`src/rtl/sccb_master.sv`:
```
// sccb_master: single-byte SCCB (I2C-like) register access engine.
//
// A one-cycle Start latches the command. A write is
// START, 3 phases ({ID[7:1],0}, sub-address, data) and STOP. A read is
// START, 2 phases ({ID[7:1],0}, sub-address), STOP, GAP, START,
// 2 phases ({ID[7:1],1}, data byte from the slave) and STOP.
// Each phase is 8 bits MSB first plus a 9th bit.
//
// Ports:
//   clk, rstn        clock, asynchronous active-low reset
//   Start, Busy      request pulse / transaction in progress
//   DataOut          [31:24] device ID, [23:16] sub-address, [15:8] write data
//   DataIn           {24'h0, last read byte}
//   WR               [0]=1 write, [0]=0 read
//   ClockDiv         SIO_C half period T in clk cycles (0 treated as 1)
//   NegDel           SIO_C fall to SIO_D change delay (clamped to T-1)
//   SIO_C            SCCB clock, idle high
//   SIO_D_out/_oe    SCCB data drive value / drive enable
//   SIO_D_in         sampled SCCB data line
//   dbg_state        current FSM state
//
// Handshake: Start is a request that is taken only on a cycle where
// Busy=0 (FSM in IDLE); Busy rises on the following cycle and Start is
// ignored until Busy falls again.
module sccb_master (
    input  logic        clk,
    input  logic        rstn,
    input  logic        Start,
    output logic        Busy,
    input  logic [31:0] DataOut,
    output logic [31:0] DataIn,
    input  logic [3:0]  WR,
    input  logic [15:0] ClockDiv,
    input  logic [15:0] NegDel,
    output logic        SIO_C,
    output logic        SIO_D_out,
    output logic        SIO_D_oe,
    input  logic        SIO_D_in,
    output logic [2:0]  dbg_state
);

    localparam logic [2:0] IDLE      = 3'd0;
    localparam logic [2:0] START     = 3'd1;
    localparam logic [2:0] SHIFT     = 3'd2;
    localparam logic [2:0] STOP_LOW  = 3'd3;
    localparam logic [2:0] STOP_HIGH = 3'd4;
    localparam logic [2:0] STOP_REL  = 3'd5;
    localparam logic [2:0] GAP       = 3'd6;

    logic [2:0]  state_q, state_d;
    logic [15:0] cnt_q, cnt_d;
    logic [15:0] t_q, t_d;
    logic [15:0] d_q, d_d;
    logic        half_q, half_d;    // 0: SIO_C low half, 1: high half
    logic [3:0]  bit_q, bit_d;      // 0..8 within a phase
    logic [1:0]  phase_q, phase_d;
    logic        seg_q, seg_d;      // 1: second (read) half of a read
    logic        wr_q, wr_d;
    logic [6:0]  id_q, id_d;
    logic [7:0]  sub_q, sub_d;
    logic [7:0]  wd_q, wd_d;
    logic [7:0]  rd_q, rd_d;
    logic [7:0]  din_q, din_d;

    logic [15:0] t_in, d_in;
    logic        t_last;
    logic [1:0]  last_phase;
    logic [1:0]  cur_drv, prev_drv, drv;
    logic        unused_ok;

    assign unused_ok = ^{WR[3:1], DataOut[24], DataOut[7:0]};

    // {out, oe} for bit bn of phase ph. The 9th bit of a master phase
    // releases the line; the 9th bit of the read byte drives NA=1.
    function automatic logic [1:0] bit_drive(input logic rseg,
                                             input logic [1:0] ph,
                                             input logic [3:0] bn);
        logic [7:0] b;
        logic       rd_data;
        logic [1:0] r;
        if (!rseg) begin
            case (ph)
                2'd0:    b = {id_q, 1'b0};
                2'd1:    b = sub_q;
                default: b = wd_q;
            endcase
        end else begin
            b = {id_q, 1'b1};
        end
        rd_data = rseg && (ph == 2'd1);
        if (bn == 4'd8)   r = rd_data ? 2'b11 : 2'b10;
        else if (rd_data) r = 2'b10;
        else              r = {b[3'd7 - bn[2:0]], 1'b1};
        return r;
    endfunction

    always_comb begin
        t_in = (ClockDiv == 16'd0) ? 16'd1 : ClockDiv;
        d_in = (NegDel < (t_in - 16'd1)) ? NegDel : (t_in - 16'd1);
        t_last = (cnt_q == (t_q - 16'd1));
        last_phase = (wr_q && !seg_q) ? 2'd2 : 2'd1;
    end

    always_comb begin
        state_d = state_q;
        cnt_d   = t_last ? 16'd0 : cnt_q + 16'd1;
        t_d     = t_q;
        d_d     = d_q;
        half_d  = half_q;
        bit_d   = bit_q;
        phase_d = phase_q;
        seg_d   = seg_q;
        wr_d    = wr_q;
        id_d    = id_q;
        sub_d   = sub_q;
        wd_d    = wd_q;
        rd_d    = rd_q;
        din_d   = din_q;
        case (state_q)
            IDLE: begin
                cnt_d = 16'd0;
                if (Start) begin
                    state_d = START;
                    t_d     = t_in;
                    d_d     = d_in;
                    wr_d    = WR[0];
                    id_d    = DataOut[31:25];
                    sub_d   = DataOut[23:16];
                    wd_d    = DataOut[15:8];
                    seg_d   = 1'b0;
                end
            end
            START: if (t_last) begin
                state_d = SHIFT;
                half_d  = 1'b0;
                bit_d   = 4'd0;
                phase_d = 2'd0;
            end
            SHIFT: begin
                // Slave data is taken on the last cycle of each high half.
                if (seg_q && phase_q == 2'd1 && half_q && t_last && bit_q < 4'd8)
                    rd_d = {rd_q[6:0], SIO_D_in};
                if (t_last) begin
                    if (!half_q) begin
                        half_d = 1'b1;
                    end else begin
                        half_d = 1'b0;
                        if (bit_q == 4'd8) begin
                            bit_d = 4'd0;
                            if (phase_q == last_phase) state_d = STOP_LOW;
                            else                       phase_d = phase_q + 2'd1;
                        end else begin
                            bit_d = bit_q + 4'd1;
                        end
                    end
                end
            end
            STOP_LOW:  if (t_last) state_d = STOP_HIGH;
            STOP_HIGH: if (t_last) state_d = STOP_REL;
            STOP_REL: if (t_last) begin
                if (!wr_q && !seg_q) begin
                    state_d = GAP;
                    seg_d   = 1'b1;
                end else begin
                    state_d = IDLE;
                    if (seg_q) din_d = rd_q;
                end
            end
            GAP: if (t_last) state_d = START;
            default: state_d = IDLE;
        endcase
    end

    // Within a bit's low half the line keeps the previous bit's value
    // until d_q cycles after SIO_C fell.
    always_comb begin
        cur_drv = bit_drive(seg_q, phase_q, bit_q);
        if (bit_q == 4'd0)
            prev_drv = (phase_q == 2'd0) ? 2'b01 : bit_drive(seg_q, phase_q - 2'd1, 4'd8);
        else
            prev_drv = bit_drive(seg_q, phase_q, bit_q - 4'd1);
        drv = (!half_q && cnt_q < d_q) ? prev_drv : cur_drv;

        SIO_C     = 1'b1;
        SIO_D_out = 1'b1;
        SIO_D_oe  = 1'b1;
        case (state_q)
            START:     SIO_D_out = 1'b0;
            SHIFT: begin
                SIO_C     = half_q;
                SIO_D_out = drv[1];
                SIO_D_oe  = drv[0];
            end
            STOP_LOW: begin
                SIO_C     = 1'b0;
                SIO_D_out = 1'b0;
            end
            STOP_HIGH: SIO_D_out = 1'b0;
            default: ;
        endcase
    end

    assign Busy      = (state_q != IDLE);
    assign DataIn    = {24'h0, din_q};
    assign dbg_state = state_q;

    always_ff @(posedge clk or negedge rstn) begin
        if (!rstn) begin
            state_q <= IDLE;
            cnt_q   <= 16'd0;
            t_q     <= 16'd1;
            d_q     <= 16'd0;
            half_q  <= 1'b0;
            bit_q   <= 4'd0;
            phase_q <= 2'd0;
            seg_q   <= 1'b0;
            wr_q    <= 1'b0;
            id_q    <= 7'd0;
            sub_q   <= 8'd0;
            wd_q    <= 8'd0;
            rd_q    <= 8'd0;
            din_q   <= 8'd0;
        end else begin
            state_q <= state_d;
            cnt_q   <= cnt_d;
            t_q     <= t_d;
            d_q     <= d_d;
            half_q  <= half_d;
            bit_q   <= bit_d;
            phase_q <= phase_d;
            seg_q   <= seg_d;
            wr_q    <= wr_d;
            id_q    <= id_d;
            sub_q   <= sub_d;
            wd_q    <= wd_d;
            rd_q    <= rd_d;
            din_q   <= din_d;
        end
    end

endmodule
```
`config.mk`:
```
export PLATFORM = sky130hd
export DESIGN_NAME = sccb_master
export DESIGN_NICKNAME = d
export VERILOG_FILES = /design/src/rtl/sccb_master.sv
export SDC_FILE = /design/constraint.sdc
export NUM_CORES = 1
export LEC_CHECK = 0
export CAP_MARGIN = 20
export CORE_ASPECT_RATIO = 1.2
export CORE_MARGIN = 2
export CORE_UTILIZATION = 55
export CTS_BUF_LIST = sky130_fd_sc_hd__clkbuf_2 sky130_fd_sc_hd__clkbuf_4 sky130_fd_sc_hd__clkbuf_8
export DETAILED_ROUTE_END_ITERATION = 8
export PLACE_DENSITY = 0.82
export SLEW_MARGIN = 30
export SYNTH_ARGS = -nofsm -noshare
export SYNTH_HDL_FRONTEND = slang
export SYNTH_SLANG_ARGS = --single-unit
```
`constraint.sdc`:
```
create_clock -name clk -period 4 [get_ports clk]
set_clock_uncertainty 0.05 [all_clocks]
set_input_delay 1.2 -clock clk [delete_from_list [all_inputs] [get_ports clk]]
set_output_delay 1.2 -clock clk [all_outputs]
set_load 0.03 [all_outputs]
```
== Yosys cells after proc, flatten, opt, wreduce, memory -nomap -nowiden ==
Index checks and enable logic that the tools add are counted.

* Register bits: 99
* Input bits: 72
* Output and inout bits: 39

* Add/subtract/negate cells: 9
* Order comparisons: 5
* Equal/unequal tests: 24
* Mux-type cells: 55
* Bitwise gates (word level): 1
* Reductions and logical operators: 27

{| class="wikitable"
|+ Operators by type and width
! cell !! count
|-
| 16-bit two-way mux || 4
|-
| 3-bit two-way mux || 11
|-
| 16-bit < comparator || 2
|-
| 16-bit by 1-bit subtractor with 16-bit output (second input constant) || 2
|-
| 2-bit two-way mux || 13
|-
| 2-bit != test (second input constant) || 12
|-
| 3-bit case mux with 7 select lines || 1
|-
| 16-bit by 1-bit adder with 16-bit output (second input constant) || 1
|-
| 16-bit == test || 1
|-
| 16-bit zero test || 1
|-
| 4-bit two-way mux || 4
|-
| 8-bit two-way mux || 2
|-
| 8-bit case mux with 2 select lines || 1
|-
| 4-bit AND reduction || 3
|-
| 1-bit two-way mux || 11
|-
| 10-bit AND reduction || 1
|-
| 3-bit == test (second input constant) || 3
|-
| 4-bit == test (second input constant) || 2
|-
| 1-bit logical AND || 8
|-
| 3-bit by 4-bit < comparator with 1-bit output (second input constant) || 2
|-
| 1-bit case mux with 2 select lines || 4
|-
| 4-bit case mux with 2 select lines || 1
|-
| 1-bit binary-select mux with 3-bit select || 2
|-
| 3-bit by 2-bit == test with 1-bit output (second input constant) || 2
|-
| other kinds (21) || 27
|}

== Depth between registers and ports, before layout ==
Gate-level depths: netlist of run 1.

* Depth after elaboration: 11
* Mapped depth: 16
* Mapped depth without buffers: 15

== Worst setup path before layout of run 1 ==
OpenSTA, ideal clock, no wires.

* Kind: input-to-reg
* Start point: input port ClockDiv[4]
* End point: register d_q[10]
* Setup time: 0.126 ns
* Arrival time: 4.881 ns
* Data required time: 3.824 ns
* Slack: -1.057 ns
* Stages: 15
* Buffers on the path: 1
* Cells stage by stage: or4_1 nor4_2 a31oi_1 ha_1 nand2_1 or4_1 xor2_1 ha_1 a21o_1 a2111oi_0 nor3_1 a211oi_2 buf_2 nor3_1 a221o_1

* Longest elaborated chain between the ends: 5

{| class="wikitable"
|+ Ends and longest elaborated chain
! item !! RTL line !! RTL
|-
| start, declared || 33 || <nowiki>input logic [15:0] ClockDiv,</nowiki>
|-
| 16-bit zero test || 98 || <nowiki>t_in = (ClockDiv == 16'd0) ? 16'd1 : ClockDiv;</nowiki>
|-
| 16-bit two-way mux * || 98 ||
|-
| 16-bit by 1-bit subtractor with 16-bit output * || 99 || <nowiki>d_in = (NegDel < (t_in - 16'd1)) ? NegDel : (t_in - 16'd1);</nowiki>
|-
| 16-bit < comparator || 99 ||
|-
| 16-bit two-way mux * || 99 ||
|-
| end signal, assigned || 212 || <nowiki>d_q <= 16'd0;</nowiki>
|-
| end signal, assigned || 227 || <nowiki>d_q <= d_d;</nowiki>
|-
| end, declared || 53 || <nowiki>logic [15:0] d_q, d_d;</nowiki>
|}

Every way passes the cells marked *; elsewhere a longest branch is shown, timed or not.
A chain may end at the register's enable or synchronous reset.

== Final worst setup path of run 1 ==
* Start point: input port ClockDiv[5]
* End point: register d_q[8]

The elaborated chain is that of the path after synthesis.

==> flow_metrics.py, run 1 <==
metrics = {
    "clocking": {
        "cts_tree": "yes",
        "root_buffer": "clkbuf_8",
        "cts_buffers": 9,
        "htree_levels": 3,
        "clock_latency_ns": 0.39,
        "clk_path_buf_depth": 2,
        "clock_sinks": 99,
        "clk_pin_slew_worst_paths_ns": 0.10,
        "cts-hold-fix-buffers": 0,
    },
    "global_routing": {
        "track_usage_pct": 26.9,
        "grt_pass1_vias": 6141,
        "grt_pass1_wl_mm": 29.0,
        "antenna_found_initial": 0,
        "grt_overflow": 0,
        "grt_max_degree": 52,
    },
    "critical_path": {
        "rr_endpoint": "cnt_q[5]$_DFF_PN0_",
        "reg2reg_depth": 10,
        "arrival_ns": 4.88,
        "endpoint_kind": "flop",
        "critPathMaxFanout": 8,
        "start_kind": "input port",
        "cpLargestDelayFamily": "compound AO/OA/AOI/OAI gates",
        "worstPathRequired_ns": 4.21,
        "critPathBufInv": 4,
        "reg2reg_from": "t_q[0]$_DFFE_PN1P_",
        "critPathKind": "input port to flop",
        "cpPeakStageDelay_ns": 0.57,
        "critPathSlowestCell": "or4_4",
        "crit_start": "ClockDiv[5]",
        "r2r_setup_slack_ns": 0.62,
        "crit_chain": "buf_6, or4_4, nor4_4, buf_4, a31oi_4, ha_4, nand2_4, nor3_2, xnor2_1, ha_1, a21o_1, a211oi_4, nand3_2, a211oi_4, buf_6, buf_8, nor3_1, a221o_1",
    },
    "floorplanning": {
        "core.rowCount": 44,
        "fp.coreArea_mm2": 0.0122,
        "dieArea_mm2": 0.0134,
        "start_util_pct": 56.6,
        "ios": 111,
        "die_h_um": 127,
        "die_w_um": 106,
    },
    "sta": {
        "min_period_ns": 4.66,
        "slew_headroom_pct": 55.8,
        "fin_tns_setup_ns": -10.14,
        "tightestPinTransition_ns": 0.663,
        "fin_crit_sh_pct": 117,
        "hold_slack_ns": 0.455,
        "finalHoldViolations": 0,
        "rsz0062_at_grt": "yes",
        "postLayoutSetupSlackWorst_ns": -0.661,
        "fmax_ghz": 0.215,
        "slew_violations": 0,
        "setup_viol": 17,
    },
    "drt": {
        "wl_mm": 19.0,
        "dr.pass1.iters": 5,
        "drc": 0,
        "via_per_inst": 6.11,
        "vias": 6127,
        "antenna_left": 0,
        "wl_per_cell_um": 18.9,
        "detail_route.iter0.violations": 480,
    },
    "synth": {
        "synth_edf_count": 0,
        "ys_types": 76,
        "ys_seq_area_share_pct": 36.0,
        "ys_ff_latch": 99,
        "avgSynthCellArea_um2": 9.64,
        "syn_area_mm2": 0.00688,
        "synth-warning-count": 0,
        "postSynthCellCount": 714,
        "async_flop_share_pct": 100,
        "ys.flop_type": "dfrtp_1",
        "synth_area_leaders": "dfrtp_1 (36%), mux2_2 (9.2%), ha_1 (7.1%)",
        "synth_top_area_share_pct": 35.6,
        "yosys.area.top_type": "dfrtp_1",
    },
    "status": {
        "failed_checks": "setup timing",
        "status": "complete, but fails checks",
    },
    "layout": {
        "instances_no_fill": 1002,
        "stdcell_area_mm2": 0.00882,
        "fin_nets": 947,
        "syn_to_final_growth_pct": 28.1,
        "drive_gt1_share_pct": 27.9,
        "fillerInstances": 807,
        "diodes": 0,
    },
    "run": {
        "drv_cap": 0,
    },
    "power_and_ir_drop": {
        "p_leak_uw": 0.00398,
        "p_per_area_mw_per_mm2": 343,
        "ir_drop_v": 0.000171,
    },
    "place": {
        "io_buffers": 74,
        "dp_hpwl_mm": 12.9,
        "placed_area_mm2": 0.00804,
        "dp_slack_ns": -1.21,
        "dp_cells": 966,
        "gp_congestion": 0.882,
    },
    "hold_path": {
        "min-delay-start": "d_q[1]$_DFFE_PN0P_",
        "whs_endpoint": "d_q[1]$_DFFE_PN0P_",
        "min_path_type": "flop to flop",
        "min_path_cells": 2,
    },
}
-- logic make-up (layout without fill, tap and decap cells) --
kind of cell    after synthesis  count (layout)  synth area share [%]
compound gates              126             126                  13.9
xor+xnor                     43              43                  5.47
fa+ha+maj                    39              39                  7.09
buf+inv                     102             206                  7.29
flops                        99              99                  36.0
mux                          66              66                  11.0
other cells                   1              24                0.0545
simple gates                238             238                  19.2
-- state kept, by name, summed over array words and instances (netlist names) --
register and cells:
dbg_state 3, t_q 16, din_q 8, sub_q 8, d_q 16, wd_q 8
half_q 1, phase_q 2, seg_q 1, id_q 7, bit_q 4, wr_q 1
rd_q 8, cnt_q 16
-- through the flow --
stage | power (uW) | utilization [%]
after global placement | 2170 | 66.0
after global routing | 3180 | 72.5
after detailed placement | 2230 | 66.0
after floorplan | 1930 | -
final | 3030 | 72.5
after CTS | 2970 | 70.4
-- area by class of cell --
| cell class | instances | area [um2] | share of cell area (%) |
|---|---|---|---|
| Multi-Input combinational cell | 536 | 4390 | 49.8 |
| Sequential cell | 99 | 2480 | 28.1 |
| Timing Repair Buffer | 146 | 1360 | 15.4 |
| Tap cell | 161 | 201 | 2.28 |
| Inverter | 44 | 165 | 1.87 |
| Clock buffer | 9 | 124 | 1.40 |
| Clock inverter | 7 | 97.6 | 1.11 |
-- placed cells by master, fill, tap and decap left out, drive strengths merged, types with 6 or more instances in the layout --
| cell type | netlist | layout |
|---|---|---|
| a211oi | 12 | 12 |
| or2 | 6 | 6 |
| a22oi | 6 | 6 |
| conb | 1 | 24 |
| and2 | 6 | 6 |
| nand2b | 8 | 8 |
| buf | 38 | 78 |
| mux2i | 7 | 7 |
| or4 | 7 | 7 |
| nor4 | 9 | 9 |
| and3 | 7 | 7 |
| a21o | 11 | 11 |
| inv | 44 | 46 |
| xor2 | 22 | 22 |
| dlygate4sd2 | 0 | 9 |
| mux2 | 57 | 57 |
| nor2b | 6 | 6 |
| nor2 | 58 | 58 |
| nor3 | 23 | 23 |
| o21ai | 20 | 20 |
| clkdlybuf4s50 | 0 | 56 |
| a221o | 12 | 12 |
| o211ai | 10 | 10 |
| nor3b | 8 | 8 |
| a21oi | 12 | 12 |
| ha | 39 | 39 |
| o21a | 7 | 7 |
| nand2 | 40 | 40 |
| xnor2 | 21 | 21 |
| nand3 | 26 | 26 |
| nand4 | 13 | 13 |
| dfrtp | 98 | 98 |
| clkbuf | 20 | 10 |
-- per-layer routing --
metal | global-route usage (%) | up-vias | routed length (um)
met5 | 0 | - | 0
met4 | 13.6 | 0 | 754
met3 | 3.80 | 74 | 1000
met2 | 47.3 | 269 | 9800
met1 | 32.0 | 3000 | 7410
li1 | - | 2784 | -
-- worst reg2reg max path, delay by kind of cell, from the launching register on --
kind | cells | cell delay, ns
AO/OA/AOI/OAI | 4 | 1.30
adder cells (fa/ha/maj) | 1 | 0.22
buffers and inverters | 2 | 0.31
flip-flops | 1 | 0.64
AND/OR/NAND/NOR | 3 | 0.76
-- worst max-delay path by stage --
stage	endpoint	slack [ns]	cells after the start
finish	d_q[8]$_DFFE_PN0P_	-0.66	18
global route	d_q[3]$_DFFE_PN0P_	-0.75	18
CTS	d_q[2]$_DFFE_PN0P_	-0.40	17
detailed placement	d_q[15]$_DFFE_PN0P_	-1.21	16
global placement	d_q[15]$_DFFE_PN0P_	-1.13	17
floorplan	d_q[10]$_DFFE_PN0P_	-0.82	15
-- cells in the mapped netlist, types with 3 or more instances --
master / number
dfrtp_1: 98
nor2_1: 58
mux2_2: 56
inv_1: 44
nand2_1: 40
ha_1: 39
buf_4: 26
nand3_1: 25
nor3_1: 23
xor2_1: 22
xnor2_1: 21
clkbuf_1: 20
o21ai_0: 19
a221o_1: 12
nand4_1: 12
a211oi_1: 11
a21o_1: 11
a21oi_1: 10
o211ai_1: 9
nor3b_1: 8
and3_1: 7
mux2i_1: 7
nand2b_1: 7
nor4_1: 7
o21a_1: 7
a22oi_1: 6
and2_1: 6
nor2b_1: 6
or2_2: 6
or4_1: 6
buf_1: 5
buf_2: 5
a2111oi_0: 4
nand3b_1: 4
o31ai_1: 4
a221oi_1: 3
a31o_2: 3
a31oi_1: 3
nor4b_1: 3
o211a_1: 3
o41ai_1: 3
or3_1: 3
-- report_power, final --
group | internal [uW] | total [uW] | leakage (uW) | switching [uW]
sequential | 1140 | 1320 | 0.00127 | 181
clock | 306 | 700 | 0.000104 | 394
combinational | 483 | 1010 | 0.00260 | 525
-- timing repair --
action | in CTS | in global routing
pin swaps | 21 | 30
setup endpoints to repair | 18 | 18
setup buffers | 14 | 6
gates cloned | 2 | 0
gates resized for setup | 69 | 47
Note: power is estimated with default switching activity, not from simulation.
==> run 2: changes to the inputs <==
--- a/config.mk
+++ b/config.mk
@@ -8,10 +8,9 @@
 export CAP_MARGIN = 20
 export CORE_ASPECT_RATIO = 1.2
 export CORE_MARGIN = 2
-export CORE_UTILIZATION = 55
+export CORE_UTILIZATION = 35
 export CTS_BUF_LIST = sky130_fd_sc_hd__clkbuf_2 sky130_fd_sc_hd__clkbuf_4 sky130_fd_sc_hd__clkbuf_8
 export DETAILED_ROUTE_END_ITERATION = 8
-export PLACE_DENSITY = 0.82
 export SLEW_MARGIN = 30
 export SYNTH_ARGS = -nofsm -noshare
 export SYNTH_HDL_FRONTEND = slang
==> run 2 against run 1 <==
The run still ends with setup timing left. Power increased by 1.0%. Utilization decreased by 26 points. Wire length decreased by 8.0%. Die area grew 55%. Worst hold slack worse by 0.012 ns. Register-to-register slack better by 0.07 ns. Clock power increased by 1%. Largest power group unchanged. Combinational power increased by 8%. Largest cell class unchanged. Via count decreased by 6.7%. Final area is 3.0% higher. Sequential power down 5%. Critical path depth fell by 1.
==> flow_metrics.py, run 2 (same netlist as run 1, synthesis figures left out) <==
metrics = {
    "status": {
        "status": "complete, but fails checks",
        "failed_checks": "setup timing",
    },
    "global_routing": {
        "antenna_found_initial": 0,
        "grt_pass1_vias": 5660,
        "grt_max_degree": 45,
        "track_usage_pct": 17.2,
        "grt_overflow": 0,
        "grt_pass1_wl_mm": 28.7,
    },
    "critical_path": {
        "cpLargestDelayFamily": "compound AO/OA/AOI/OAI gates",
        "arrival_ns": 4.63,
        "critPathMaxFanout": 5,
        "critPathSlowestCell": "or4_4",
        "crit_start": "ClockDiv[4]",
        "reg2reg_from": "t_q[0]$_DFFE_PN1P_",
        "reg2reg_depth": 9,
        "rr_endpoint": "din_q[0]$_DFFE_PN0P_",
        "critPathBufInv": 4,
        "path_common_cell": "a21o_1",
        "endpoint_kind": "flop",
        "r2r_setup_slack_ns": 0.69,
        "cpPeakStageDelay_ns": 0.56,
        "crit_chain": "buf_6, or4_4, nor4_4, buf_4, a21o_1, or3_4, xor2_2, ha_1, a21o_1, a21o_1, a2111oi_4, nor3_2, a211oi_4, buf_6, buf_16, nor3_2, a221o_1",
        "worstPathRequired_ns": 4.22,
        "start_kind": "input port",
        "critPathKind": "input port to flop",
    },
    "drt": {
        "wl_per_cell_um": 15.6,
        "dr.pass1.iters": 5,
        "via_per_inst": 5.10,
        "wl_mm": 17.4,
        "vias": 5715,
        "drc": 0,
        "detail_route.iter0.violations": 304,
        "antenna_left": 0,
    },
    "floorplanning": {
        "die_h_um": 158,
        "die_w_um": 132,
        "core.rowCount": 56,
        "fp.coreArea_mm2": 0.0194,
        "start_util_pct": 35.5,
        "dieArea_mm2": 0.0208,
        "ios": 111,
    },
    "clocking": {
        "htree_levels": 3,
        "cts_buffers": 9,
        "clock_sinks": 99,
        "cts-hold-fix-buffers": 0,
        "cts_tree": "yes",
        "clock_latency_ns": 0.38,
        "clk_pin_slew_worst_paths_ns": 0.11,
        "clk_path_buf_depth": 2,
        "root_buffer": "clkbuf_8",
    },
    "hold_path": {
        "min-delay-start": "d_q[3]$_DFFE_PN0P_",
        "min_path_cells": 2,
        "whs_endpoint": "d_q[3]$_DFFE_PN0P_",
        "min_path_type": "flop to flop",
    },
    "sta": {
        "rsz0062_at_grt": "yes",
        "setup_viol": 16,
        "fmax_ghz": 0.227,
        "finalHoldViolations": 0,
        "slew_violations": 0,
        "min_period_ns": 4.41,
        "slew_headroom_pct": 59.9,
        "fin_crit_sh_pct": 110,
        "tightestPinTransition_ns": 0.597,
        "hold_slack_ns": 0.444,
        "fin_tns_setup_ns": -6.10,
        "postLayoutSetupSlackWorst_ns": -0.408,
    },
    "layout": {
        "seqCellArea_mm2": 0.00248,
        "multi_input_area_mm2": 0.00443,
        "diodes": 0,
        "final_common_cell": "dfrtp_1",
        "fillerInstances": 1821,
        "top_regs": "cnt_q x16, d_q x16, t_q x16",
        "most-common-layout-cells": "dfrtp_1 (95), buf_4 (88), nor2_1 (57), mux2_2 (55), clkdlybuf4s50_1 (55)",
        "fin_nets": 966,
        "drive_gt1_share_pct": 29.9,
        "syn_to_final_growth_pct": 32.0,
    },
    "place": {
        "io_buffers": 74,
        "gp_congestion": 0.861,
        "dp_hpwl_mm": 12.8,
    },
    "power_and_ir_drop": {
        "ir_drop_v": 0.000157,
        "p_leak_uw": 0.00406,
        "p_per_area_mw_per_mm2": 336,
    },
    "run": {
        "drv_cap": 0,
    },
}
## run 2: changes by cell type in the layout (fill, tap and decap cells not counted), sizes merged
cell           previous run  this run
dlygate4sd2               9         8
bufbuf                    0         1
clkdlybuf4s15             2         4
clkinv                    2         1
buf                      78        97
inv                      46        47
clkbuf                   10         9
clkdlybuf4s50            56        55
## run 2: per-layer routing
metal | vias up | global-route usage [%] | routed length [um]
li1 | 2812 | - | -
met1 | 2753 | 21.6 | 7740
met2 | 120 | 29.9 | 8610
met3 | 30 | 2.50 | 625
met4 | 0 | 7.09 | 470
met5 | - | 0 | 0
## run 2: through the flow
stage	instances	power (uW)	cell area (um2)	setup WS (ns)	utilization [%]
finish	1121	3060	9080	-0.408	46.8
global route	1121	3270	9080	-0.547	46.8
CTS	1121	3080	9010	-0.458	46.4
detailed placement	1080	2270	8270	-1.18	42.6
global placement	1080	2260	8270	-1.13	42.6
floorplan	737	1930	7010	-0.819	-
## run 2: worst reg2reg max path: cells and delay by family (launching register included)
kind	cells	cell delay [ns]
AOI/OAI and AO/OA	4	1.20
adders and majority gates	1	0.22
buffers and inverters	1	0.07
DFF	1	0.68
muxes	1	0.36
and+or+nand+nor	2	0.61
## run 2: what timing repair did
action,4_1_cts,5_1_grt
setup buffers,24,4
gates cloned,3,0
setup endpoints to repair,17,18
resized for setup,87,26
pin swaps,32,26
## run 2: final cells by class
cell class	count	share of cell area [%]
tap	261	3.60
sequential	99	27.3
timing repair buffer	165	16.2
inverter	44	1.82
clock inverter	7	1.02
multi-input combinational	536	48.7
clock buffer	9	1.36
## run 2: worst max-delay path by stage
stage                                      to  slack [ns]  cells after the start
after floorplan           d_q[10]$_DFFE_PN0P_       -0.82                     15
after detailed placement  d_q[15]$_DFFE_PN0P_       -1.18                     16
after global routing       d_q[9]$_DFFE_PN0P_       -0.55                     17
final                      d_q[7]$_DFFE_PN0P_       -0.41                     17
after global placement    d_q[15]$_DFFE_PN0P_       -1.13                     16
after CTS                 d_q[15]$_DFFE_PN0P_       -0.46                     18
## run 2: where the power goes
group	internal, uW	leakage (uW)	switching [uW]
Sequential	1140	0.00127	124
Clock	305	0.000103	404
Combinational	536	0.00269	551
Total	1980	0.00406	1080
==> run 3: changes to the inputs <==
--- a/config.mk
+++ b/config.mk
@@ -11,6 +11,7 @@
 export CORE_UTILIZATION = 35
 export CTS_BUF_LIST = sky130_fd_sc_hd__clkbuf_2 sky130_fd_sc_hd__clkbuf_4 sky130_fd_sc_hd__clkbuf_8
 export DETAILED_ROUTE_END_ITERATION = 8
+export DONT_BUFFER_PORTS = 1
 export SLEW_MARGIN = 30
 export SYNTH_ARGS = -nofsm -noshare
 export SYNTH_HDL_FRONTEND = slang
==> run 3 against run 2 <==
The run still ends with setup timing left. Clock-buffer cell count stayed put. Worst hold slack better by 0.0079 ns. First-iteration DRC count is 18% lower. Power is 6.5% lower. Critical path type unchanged.
==> flow_metrics.py, run 3 (same netlist as run 1, synthesis figures left out) <==
metrics = {
    "drt": {
        "dr.pass1.iters": 4,
        "via_per_inst": 5.28,
        "wl_mm": 16.7,
        "antenna_left": 0,
        "vias": 5393,
        "wl_per_cell_um": 16.4,
        "detail_route.iter0.violations": 248,
        "drc": 0,
    },
    "clocking": {
        "clk_path_buf_depth": 2,
        "clk_pin_slew_worst_paths_ns": 0.10,
        "cts-hold-fix-buffers": 0,
        "cts_tree": "yes",
        "cts_buffers": 9,
        "root_buffer": "clkbuf_8",
        "htree_levels": 3,
        "clock_latency_ns": 0.36,
        "clock_sinks": 99,
    },
    "global_routing": {
        "grt_overflow": 0,
        "use_met3_pct": 2.40,
        "antenna_found_initial": 0,
        "use_met1_pct": 19.4,
        "grt_pass1_wl_mm": 26.7,
        "grt_pass1_vias": 5302,
        "use_met2_pct": 28.4,
        "busiest_layer": "met2",
        "grt_max_degree": 100,
        "track_usage_pct": 15.8,
    },
    "layout": {
        "drive_gt1_share_pct": 27.4,
        "final_common_cell": "dfrtp_1",
        "most-common-layout-cells": "dfrtp_1 (96), buf_4 (57), nor2_1 (56), mux2_2 (56), inv_1 (42)",
        "diodes": 0,
        "top_regs": "cnt_q x16, d_q x16, t_q x16",
        "fin_nets": 866,
        "instances_no_fill": 1021,
        "syn_to_final_growth_pct": 16.7,
    },
    "status": {
        "status": "complete, but fails checks",
        "failed_checks": "setup timing",
    },
    "sta": {
        "rsz0062_at_grt": "yes",
        "postLayoutSetupSlackWorst_ns": -0.401,
        "finalHoldViolations": 0,
        "hold_slack_ns": 0.452,
        "fmax_ghz": 0.227,
        "tightestPinTransition_ns": 0.757,
        "fin_crit_sh_pct": 110,
        "slew_violations": 0,
        "setup_viol": 16,
        "slew_headroom_pct": 49.6,
        "min_period_ns": 4.40,
    },
    "critical_path": {
        "critPathMaxFanout": 13,
        "arrival_ns": 4.61,
        "start_kind": "input port",
        "critPathKind": "input port to flop",
        "endpoint_kind": "flop",
        "worstPathRequired_ns": 4.21,
    },
    "place": {
        "io_buffers": 0,
        "dp_hpwl_mm": 12.0,
        "gp_congestion": 0.828,
        "dp_cells": 982,
        "dp_slack_ns": -0.829,
    },
    "floorplanning": {
        "dieArea_mm2": 0.0208,
        "die_h_um": 158,
        "core.rowCount": 56,
        "start_util_pct": 35.5,
        "ios": 111,
        "die_w_um": 132,
        "fp.coreArea_mm2": 0.0194,
    },
    "power_and_ir_drop": {
        "ir_drop_v": 0.000170,
        "p_leak_uw": 0.00359,
        "p_per_area_mw_per_mm2": 356,
        "total_power_uw": 2860,
    },
    "hold_path": {
        "min_path_type": "flop to flop",
    },
    "run": {
        "drv_cap": 0,
    },
}
run 3: cell count changes in the layout (fill, tap and decap cells not counted), sizes merged:
cell | previous run | this run
clkdlybuf4s15 | 4 | 0
bufbuf | 1 | 0
dlygate4sd2 | 8 | 0
buf | 97 | 65
clkdlybuf4s50 | 55 | 0
run 3: cell type report:
cell class / instances / area (um2)
flip-flops and latches: 99 / 2480
clock inverters: 7 / 92.6
well taps: 261 / 327
fillers: 1901 / 11400
repair buffers: 65 / 522
inverters: 44 / 165
multi-input cells: 536 / 4320
clock buffers: 9 / 124
run 3: what timing repair did:
action,CTS,global route
gates cloned,1,2
endpoints found under the setup margin,18,18
gates resized for setup,22,46
pin swaps,8,26
buffers inserted,12,10
run 3: per-layer routing:
| layer | up-vias | routed length, um |
|---|---|---|
| met5 | - | 0 |
| met4 | 0 | 312 |
| met3 | 23 | 613 |
| met2 | 106 | 8510 |
| met1 | 2631 | 7310 |
| li1 | 2633 | - |
run 3: worst paths after layout:
kind                                     from                   end  slack, ns  cells past startpoint
setup / recovery                  ClockDiv[4]   d_q[14]$_DFFE_PN0P_      -0.40                     16
hold / removal             d_q[3]$_DFFE_PN0P_    d_q[3]$_DFFE_PN0P_       0.45                      2
setup reg to reg           t_q[0]$_DFFE_PN1P_  din_q[1]$_DFFE_PN0P_       0.63                      9
hold reg to reg            d_q[3]$_DFFE_PN0P_    d_q[3]$_DFFE_PN0P_       0.45                      2
max in group asynchronous                rstn    t_q[0]$_DFFE_PN1P_       3.24                      0
min in group asynchronous                rstn    d_q[2]$_DFFE_PN0P_       0.47                      0
run 3: critical path: stages:
cell,delay (ns)
or4_4,0.55
nor4_4,0.36
a31oi_4,0.15
ha_4,0.22
nand2_4,0.09
or4_4,0.16
nor3_2,0.06
xnor2_2,0.14
ha_1,0.32
buf_4,0.12
nand4_1,0.15
a2111oi_4,0.37
a211oi_4,0.14
buf_6,0.17
buf_4,0.14
a221o_1,0.28
run 3: per-stage QoR:
step                      util, %  area, um2  setup TNS (ns)
final                        41.4       8030           -5.91
after global routing         41.4       8030           -8.14
after CTS                    40.1       7780           -5.06
after detailed placement     37.9       7350          -12.60
after global placement       37.9       7350          -11.68
after floorplan                 -       7010          -11.72
run 3: where the power goes:
| group | internal [uW] | total (uW) | leakage, uW | switching, uW |
|---|---|---|---|---|
| logic | 431 | 898 | 0.00222 | 467 |
| registers | 1140 | 1270 | 0.00127 | 133 |
| clock network | 305 | 691 | 0.000103 | 385 |
